### config.mk
export PLATFORM = sky130hd
export DESIGN_NAME = taxi_eth_phy_10g_link_ctrl
export DESIGN_NICKNAME = d
export VERILOG_FILES = /design/src/rtl/taxi_eth_phy_10g_link_ctrl.sv
export SDC_FILE = /design/constraint.sdc
export NUM_CORES = 1
export LEC_CHECK = 0
export ABC_AREA = 1
export ABC_CLOCK_PERIOD_IN_PS = 1700
export CORE_UTILIZATION = 35
export DETAILED_ROUTE_END_ITERATION = 12
export GPL_TIMING_DRIVEN = 0
export HOLD_SLACK_MARGIN = 0.15
export SYNTH_ARGS = -nofsm -noshare
export SYNTH_HDL_FRONTEND = slang
export SYNTH_SLANG_ARGS = --single-unit
### constraint.sdc
create_clock -name clk -period 1.7 [get_ports clk]
set_input_delay 0.17 -clock clk [delete_from_list [all_inputs] [get_ports clk]]
set_output_delay 0.17 -clock clk [all_outputs]
set_load 0.05 [all_outputs]
### src/rtl/taxi_eth_phy_10g_link_ctrl.sv
// rtl/taxi_eth_phy_10g_link_ctrl.sv - 10G PHY link bring-up, qualification and PRBS test-mode controller
module taxi_eth_phy_10g_link_ctrl #(
   parameter int RESET_CYCLES  = 16,
   parameter int LOCK_TIMEOUT  = 65536,
   parameter int STABLE_CYCLES = 1024,
   parameter int MAX_RETRIES   = 8,
   parameter int DROP_CNT_W    = 16
) (
   input  logic                  clk,
   input  logic                  rst_n,
   input  logic                  enable,
   input  logic                  restart,
   input  logic                  prbs_mode,
   input  logic                  rx_block_lock,
   input  logic                  rx_high_ber,
   input  logic                  rx_status,
   input  logic                  phy_reset_req,
   output logic                  serdes_rx_reset,
   output logic                  tx_force_idle,
   output logic                  cfg_tx_prbs31_enable,
   output logic                  cfg_rx_prbs31_enable,
   output logic                  link_up,
   output logic                  link_fail,
   output logic [2:0]            state,
   output logic [3:0]            retry_count,
   output logic [DROP_CNT_W-1:0] link_drop_count
);

   typedef enum logic [2:0] {
      IDLE      = 3'd0,
      RESET     = 3'd1,
      WAIT_LOCK = 3'd2,
      STABILIZE = 3'd3,
      UP        = 3'd4,
      FAILED    = 3'd5,
      TEST      = 3'd6
   } state_t;

   // One shared timer; its terminal value never exceeds the longest interval minus one.
   localparam int MAX_A = (LOCK_TIMEOUT > STABLE_CYCLES) ? LOCK_TIMEOUT : STABLE_CYCLES;
   localparam int MAX_T = (MAX_A > RESET_CYCLES) ? MAX_A : RESET_CYCLES;
   localparam int TW    = (MAX_T > 2) ? $clog2(MAX_T) : 1;

   localparam logic [TW-1:0] RST_LAST  = TW'(RESET_CYCLES - 1);
   localparam logic [TW-1:0] LOCK_LAST = TW'(LOCK_TIMEOUT - 1);
   localparam logic [TW-1:0] STAB_LAST = TW'(STABLE_CYCLES - 1);
   localparam logic [3:0]    MAX_R     = 4'(MAX_RETRIES);

   state_t                  st, ns;
   logic [TW-1:0]           timer, timer_n;
   logic [3:0]              retry_n;
   logic [DROP_CNT_W-1:0]   drop_n;
   logic                    lock_ok;

   assign state   = st;
   assign lock_ok = rx_block_lock && !rx_high_ber;

   always_comb begin
      ns      = st;
      timer_n = timer;
      retry_n = retry_count;
      drop_n  = link_drop_count;
      if (!enable) begin
         ns      = IDLE;
         timer_n = '0;
         retry_n = '0;
      end else if (prbs_mode && st != TEST) begin
         ns      = TEST;
         timer_n = '0;
      end else if (restart) begin
         ns      = RESET;
         timer_n = '0;
         retry_n = '0;
      end else begin
         case (st)
            IDLE: begin
               ns      = RESET;
               timer_n = '0;
               retry_n = '0;
            end
            RESET: begin
               if (timer == RST_LAST) begin
                  ns      = WAIT_LOCK;
                  timer_n = '0;
               end else begin
                  timer_n = timer + 1'b1;
               end
            end
            WAIT_LOCK: begin
               // Lock seen on the timeout cycle still wins over the retry.
               if (lock_ok) begin
                  ns      = STABILIZE;
                  timer_n = '0;
               end else if (timer == LOCK_LAST) begin
                  retry_n = retry_count + 1'b1;
                  timer_n = '0;
                  ns      = (retry_n == MAX_R) ? FAILED : RESET;
               end else begin
                  timer_n = timer + 1'b1;
               end
            end
            STABILIZE: begin
               if (!lock_ok) begin
                  ns      = WAIT_LOCK;
                  timer_n = '0;
               end else if (!rx_status) begin
                  timer_n = '0;
               end else if (timer == STAB_LAST) begin
                  ns      = UP;
                  timer_n = '0;
                  retry_n = '0;
               end else begin
                  timer_n = timer + 1'b1;
               end
            end
            UP: begin
               if (!lock_ok || phy_reset_req) begin
                  ns      = RESET;
                  timer_n = '0;
                  drop_n  = (link_drop_count == '1) ? link_drop_count : link_drop_count + 1'b1;
               end
            end
            FAILED: ns = FAILED;
            TEST: begin
               if (!prbs_mode) begin
                  ns      = RESET;
                  timer_n = '0;
                  retry_n = '0;
               end
            end
            default: begin
               ns      = IDLE;
               timer_n = '0;
               retry_n = '0;
            end
         endcase
      end
   end

   // Outputs decode the next state so they change on the same edge as the state register.
   always_ff @(posedge clk or negedge rst_n) begin
      if (!rst_n) begin
         st                   <= IDLE;
         timer                <= '0;
         retry_count          <= '0;
         link_drop_count      <= '0;
         serdes_rx_reset      <= 1'b0;
         tx_force_idle        <= 1'b1;
         cfg_tx_prbs31_enable <= 1'b0;
         cfg_rx_prbs31_enable <= 1'b0;
         link_up              <= 1'b0;
         link_fail            <= 1'b0;
      end else begin
         st                   <= ns;
         timer                <= timer_n;
         retry_count          <= retry_n;
         link_drop_count      <= drop_n;
         serdes_rx_reset      <= (ns == RESET);
         tx_force_idle        <= (ns != UP);
         cfg_tx_prbs31_enable <= (ns == TEST);
         cfg_rx_prbs31_enable <= (ns == TEST);
         link_up              <= (ns == UP);
         link_fail            <= (ns == FAILED);
      end
   end

endmodule

# Word level (Yosys, flattened, before mapping)
# Index checks and enable logic that the tools add are counted.
# classes
n_bitwise,3
n_addsub,3
mux,35
reduce_logical,10
eq_ne,28
# ops
op,count
2-to-1 mux 16 bit,11
one-hot mux 16 bit (6 select lines),1
2-to-1 mux 3 bit,12
2-to-1 mux 4 bit,9
adder 16 x 1 -> 16 bit (second input constant),2
== test 16 bit (second input constant),2
!= test 4 bit (second input constant),7
one-hot mux 3 bit (7 select lines),1
== test 3 bit (second input constant),6
== test 16 x 10 -> 1 bit (second input constant),1
== test 16 x 4 -> 1 bit (second input constant),1
one-hot mux 4 bit (4 select lines),1
!= test 5 bit (second input constant),2
AND reduction 8 bit,1
== test 3 x 1 -> 1 bit (second input constant),2
== test 3 x 2 -> 1 bit (second input constant),2
!= test 3 bit (second input constant),2
AND reduction 6 bit,1
adder 4 x 1 -> 4 bit (second input constant),1
== test 4 bit (second input constant),1
logical NOT 3 bit,1
!= test 3 x 2 -> 1 bit (second input constant),1
NOT 1 bit,3
AND reduction 3 bit,1
5 further kinds,7
# totals
elab_cells,88
register_bits,44
out_inout_bits,29
input_bits,9

# Depth between registers and ports, before layout
# depth
ltp_word,10
depth_mapped,13
depth_no_buf,13

# Worst setup path before layout
# No wires, ideal clock.
# synth_path
kind,reg-to-reg
startpoint,"register st[1], in the netlist state[1]"
endpoint,register link_drop_count[8]
arrival_ns,1.777
path_buffers,1
stages_incl_launch_ff,10
setup_slack_ns,-0.219
required_time_ns,1.558
setup_ns,0.142
path_cell_list,dfrtp_1 -> buf_2 -> nand3_2 -> nand2_1 -> nand3_2 -> nor2_4 -> nand2_4 -> nor2_1 -> nand3_1 -> xnor2_1
# synth_between
elab_chain_cells,4
word_cells_on_any_way,5
classes_between,2 x eq/ne; 1 x bitwise; 2 x reduce/logical
# synth_rtl
item,line_no,rtl
start: declaration,49,"state_t st, ns;"
start signal: assignment,154,st <= ns;
!= test 3 bit,67,end else if (prbs_mode && st != TEST) begin
logical AND 1 bit,67,
NOT 1 bit (no line),--,
AND reduction 6 bit (no line) *,--,
end signal: assignment,157,link_drop_count <= drop_n;
end: declaration,26,output logic [DROP_CNT_W-1:0] link_drop_count
# Every way passes the cells marked *; elsewhere a longest branch is shown, timed or not.
# A chain may end at the register's enable or synchronous reset.

# Worst setup path in the final report
# layout_path
startpoint,register timer[0]
endpoint,register timer[6]
# layout_between
elab_chain_cells,8
word_cells_on_any_way,14
classes_between,1 x add/sub; 3 x eq/ne; 10 x mux
# layout_rtl
item,line_no,rtl
start: declaration,50,"logic [TW-1:0] timer, timer_n;"
start signal: assignment,155,timer <= timer_n;
adder 16 x 1 -> 16 bit or == test 16 x 10 -> 1 bit (tied branches),--,
2-to-1 mux 16 bit,108,end else if (timer == STAB_LAST) begin
2-to-1 mux 16 bit,106,end else if (!rx_status) begin
2-to-1 mux 16 bit,103,if (!lock_ok) begin
one-hot mux 16 bit (6 select lines) *,75,case (st)
2-to-1 mux 16 bit *,70,end else if (restart) begin
2-to-1 mux 16 bit *,67,
2-to-1 mux 16 bit *,63,if (!enable) begin
# Marks and branches as above.

==> impl_metrics.env <==
export IMPL_status="finished with violations"
export IMPL_failed_checks="negative setup slack"
export IMPL_final_area_um2=3620
export IMPL_path_clk_slew_ns=0.08
export IMPL_drv_slew=0
export IMPL_power_density_nw_per_um2=630
export IMPL_fmax_ghz=0.572
export IMPL_worst_ir_drop_vdd_uv=525
export IMPL_fin_nets=440
export IMPL_async_flop_share_pct=100
export IMPL_drtPass1Iterations=4
export IMPL_cts_buffer_depth=2
export IMPL_drive_gt1_share_pct=24.5
export IMPL_dpl_cell_area_um2=3220
export IMPL_vias=2561
export IMPL_post_dp_hpwl_mm=4.64
export IMPL_arrival_ns=1.94
export IMPL_yosysMostFrequentCell="nand2_1"
export IMPL_antenna_cells=0
export IMPL_syn_nets=379
export IMPL_postRouteAntennaNets=0
export IMPL_fin_ws_ns=-0.0494
export IMPL_p_seq_share_pct=49.4
export IMPL_maxCapViolCount=0
export IMPL_syn_avg_cell_area_um2=7.35
export IMPL_p_leak_nw=1.87
export IMPL_p_comb_share_pct=21.7
export IMPL_htreeDepth=2
export IMPL_grt_total_usage_pct=17.6
export IMPL_synthTopCellsByArea="dfrtp_1, nand2_1, nor2_1"
export IMPL_finalCriticalPeriod_ns=1.75
export IMPL_fin_skew_ns=0.00914
export IMPL_yosys_warnings=0
export IMPL_worstSetupPathType="reg -> reg"
export IMPL_syn2layout_area_growth_pct=34.6
export IMPL_fin_setup_tns_ns=-0.127
export IMPL_p_sw_w=0.000744
export IMPL_fin_crit_sh_pct=103
export IMPL_tightest_slew_ns=0.519
export IMPL_setup_viol_count_final=7
export IMPL_worst_path_max_fanout=7
export IMPL_core_area_um2=7330
export IMPL_grt_max_degree=30
export IMPL_initial_core_util_pct=36.7
export IMPL_ys_seq_area_share_pct=41.0
export IMPL_numCtsBuffers=5
export IMPL_slew_headroom_pct=65.3
export IMPL_wirelength_mm=6.60
export IMPL_fin_hold_ws_ns=0.334
export IMPL_synth_edf_count=0
export IMPL_finalPower_w=0.00228
export IMPL_worstPathRequired_ns=1.89
export IMPL_clockRootBuffer="clkbuf_8"
export IMPL_yosys_area_top_type_share_pct=40.0
export IMPL_synth_main_ff_cell="dfrtp_1"
export IMPL_switching_share_pct=32.6
export IMPL_drc_errors=0
export IMPL_ioPinCount=38
export IMPL_grt_pass1_vias=2416
export IMPL_hp_class="in -> async"
export IMPL_syn_area_um2=2690
export IMPL_p_int_w=0.00154
export IMPL_die_h_um=89.7
export IMPL_worstSkewPairLatency_ns=0.30
export IMPL_routedWlPerCell_um=12.5
export IMPL_rows=31
export IMPL_place_ws_ns=-0.272
export IMPL_port_buffers=37
export IMPL_syn_inst=366
export IMPL_synth_largest_area_cell="dfrtp_1"
export IMPL_die_area_um2=8040
export IMPL_finalHoldViolations=0
export IMPL_die_x_um=89.7
export IMPL_antenna_found_initial=0
export IMPL_synth_cell_types=38
export IMPL_cts_sinks=44
export IMPL_cts_tree="yes"
export IMPL_endpoint_kind="register"
export IMPL_synth_common_cells="nand2_1, nor2_1, dfrtp_1, inv_1, nand3_1"
export IMPL_rsz0062_at_grt="yes"
export IMPL_clkPwrFrac_pct=28.9
export IMPL_grt_remaining_overflow=0
export IMPL_gp_congestion=0.846
export IMPL_cp_start_kind="register"
export IMPL_drt_vias_per_instance=4.86
export IMPL_first_iter_violations=211
export IMPL_grt_first_pass_wirelength_mm=11.0
export IMPL_synth_seq_cells=44
## flip-flops by register name, summed over array words and instances, names as in the netlist
name                  flops
cfg_rx_prbs31_enable      1
state                     3
timer                    16
retry_count               4
tx_force_idle             1
serdes_rx_reset           1
link_up                   1
link_drop_count          16
link_fail                 1
## cell families after synthesis
logic type      Yosys count  share of synthesized area [%]
compound gates           35                           7.53
xor+xnor                 17                           5.53
fa+ha+maj                 4                           1.86
buf+inv                  54                           8.23
flops                    44                           41.0
simple gates            212                           35.9
## metal layers
metal / global-route usage (%) / wire [um] / vias to the layer above
met1: 24.3 / 3120 / 1197
met4: 3.90 / 67 / 0
met2: 28.4 / 3110 / 61
li1: - / - / 1293
met5: 0 / 0 / -
met3: 3.38 / 296 / 10
## critical path, stage by stage, from the launching register on
cell,delay [ns]
dfrtp_1,0.40
ha_4,0.18
nand2_4,0.06
nor2_4,0.14
nand2_4,0.08
inv_2,0.06
nand2_2,0.05
nand3b_1,0.16
nand3_4,0.16
buf_6,0.18
a21oi_2,0.12
a21oi_2,0.04
## per-stage QoR
step	cells	utilization, %
6_report	527	49.4
5_1_grt	527	49.4
4_1_cts	518	46.8
3_5_place_dp	503	44.0
3_3_place_gp	502	43.8
2_1_floorplan	366	-
## timing repair
| item | CTS | global route |
|---|---|---|
| gates resized for setup | 43 | 41 |
| buffers inserted | 5 | 8 |
| hold endpoints to repair | 15 | 0 |
| hold buffers | 1 | 0 |
| endpoints found under the setup margin | 48 | 40 |
| pin swaps | 6 | 10 |
| cloned | 1 | 1 |
## power groups by stage
| stage | clock network, W | logic [W] | registers, W |
|---|---|---|---|
| floorplan | 0 | 0.000181 | 0.00127 |
| global placement | 0 | 0.000463 | 0.00115 |
| detailed placement | 0 | 0.000467 | 0.00115 |
| CTS | 0.000687 | 0.000474 | 0.00113 |
| global route | 0.000722 | 0.000533 | 0.00113 |
| finish | 0.000659 | 0.000496 | 0.00113 |
## cell type report
type / count / area [um^2]
buffer: 5 / 48.8
clock buffer: 6 / 72.6
clock inverter: 2 / 12.5
fill: 716 / 3710
inverter: 49 / 191
multi-input combinational: 269 / 1550
sequential: 44 / 1120
tap: 99 / 124
timing repair buffer: 53 / 500
## cell usage in the layout (no fill, tap or decap), types with 3 or more instances in the layout
cell             count
ha_1                 3
nand2_1             78
clkdlybuf4s50_1     12
nand2_2              8
o21ai_0              3
clkbuf_8             5
dfrtp_2             18
inv_2                5
a21oi_1             11
buf_4               14
nor2_2               9
dfrtp_1             25
buf_6                5
o21ai_1              7
nor3_1               7
xor2_1              10
dlygate4sd2_1       18
dlymetal6s2s_1       6
xnor2_1              7
nand3_1             29
a21oi_2              4
nor2_4               8
nor2_1              45
nand4_1              8
nand2_4              6
inv_1               42
nand3_2              8
## path summary, 6_finish.rpt
path	startpoint	to	slack [ns]	cells past startpoint
max	timer[0]$_DFFE_PN0P_	timer[6]$_DFFE_PN0P_	-0.05	11
min	rst_n	timer[1]$_DFFE_PN0P_	0.33	2
max reg2reg	timer[0]$_DFFE_PN0P_	timer[6]$_DFFE_PN0P_	-0.05	11
min reg2reg	link_drop_count[8]$_DFFE_PN0P_	link_drop_count[8]$_DFFE_PN0P_	0.50	1
max in group asynchronous	rst_n	state[2]$_DFF_PN0_	0.86	3
min in group clk	link_drop_count[8]$_DFFE_PN0P_	link_drop_count[8]$_DFFE_PN0P_	0.50	1
Note: power is estimated with default switching activity, not from simulation.
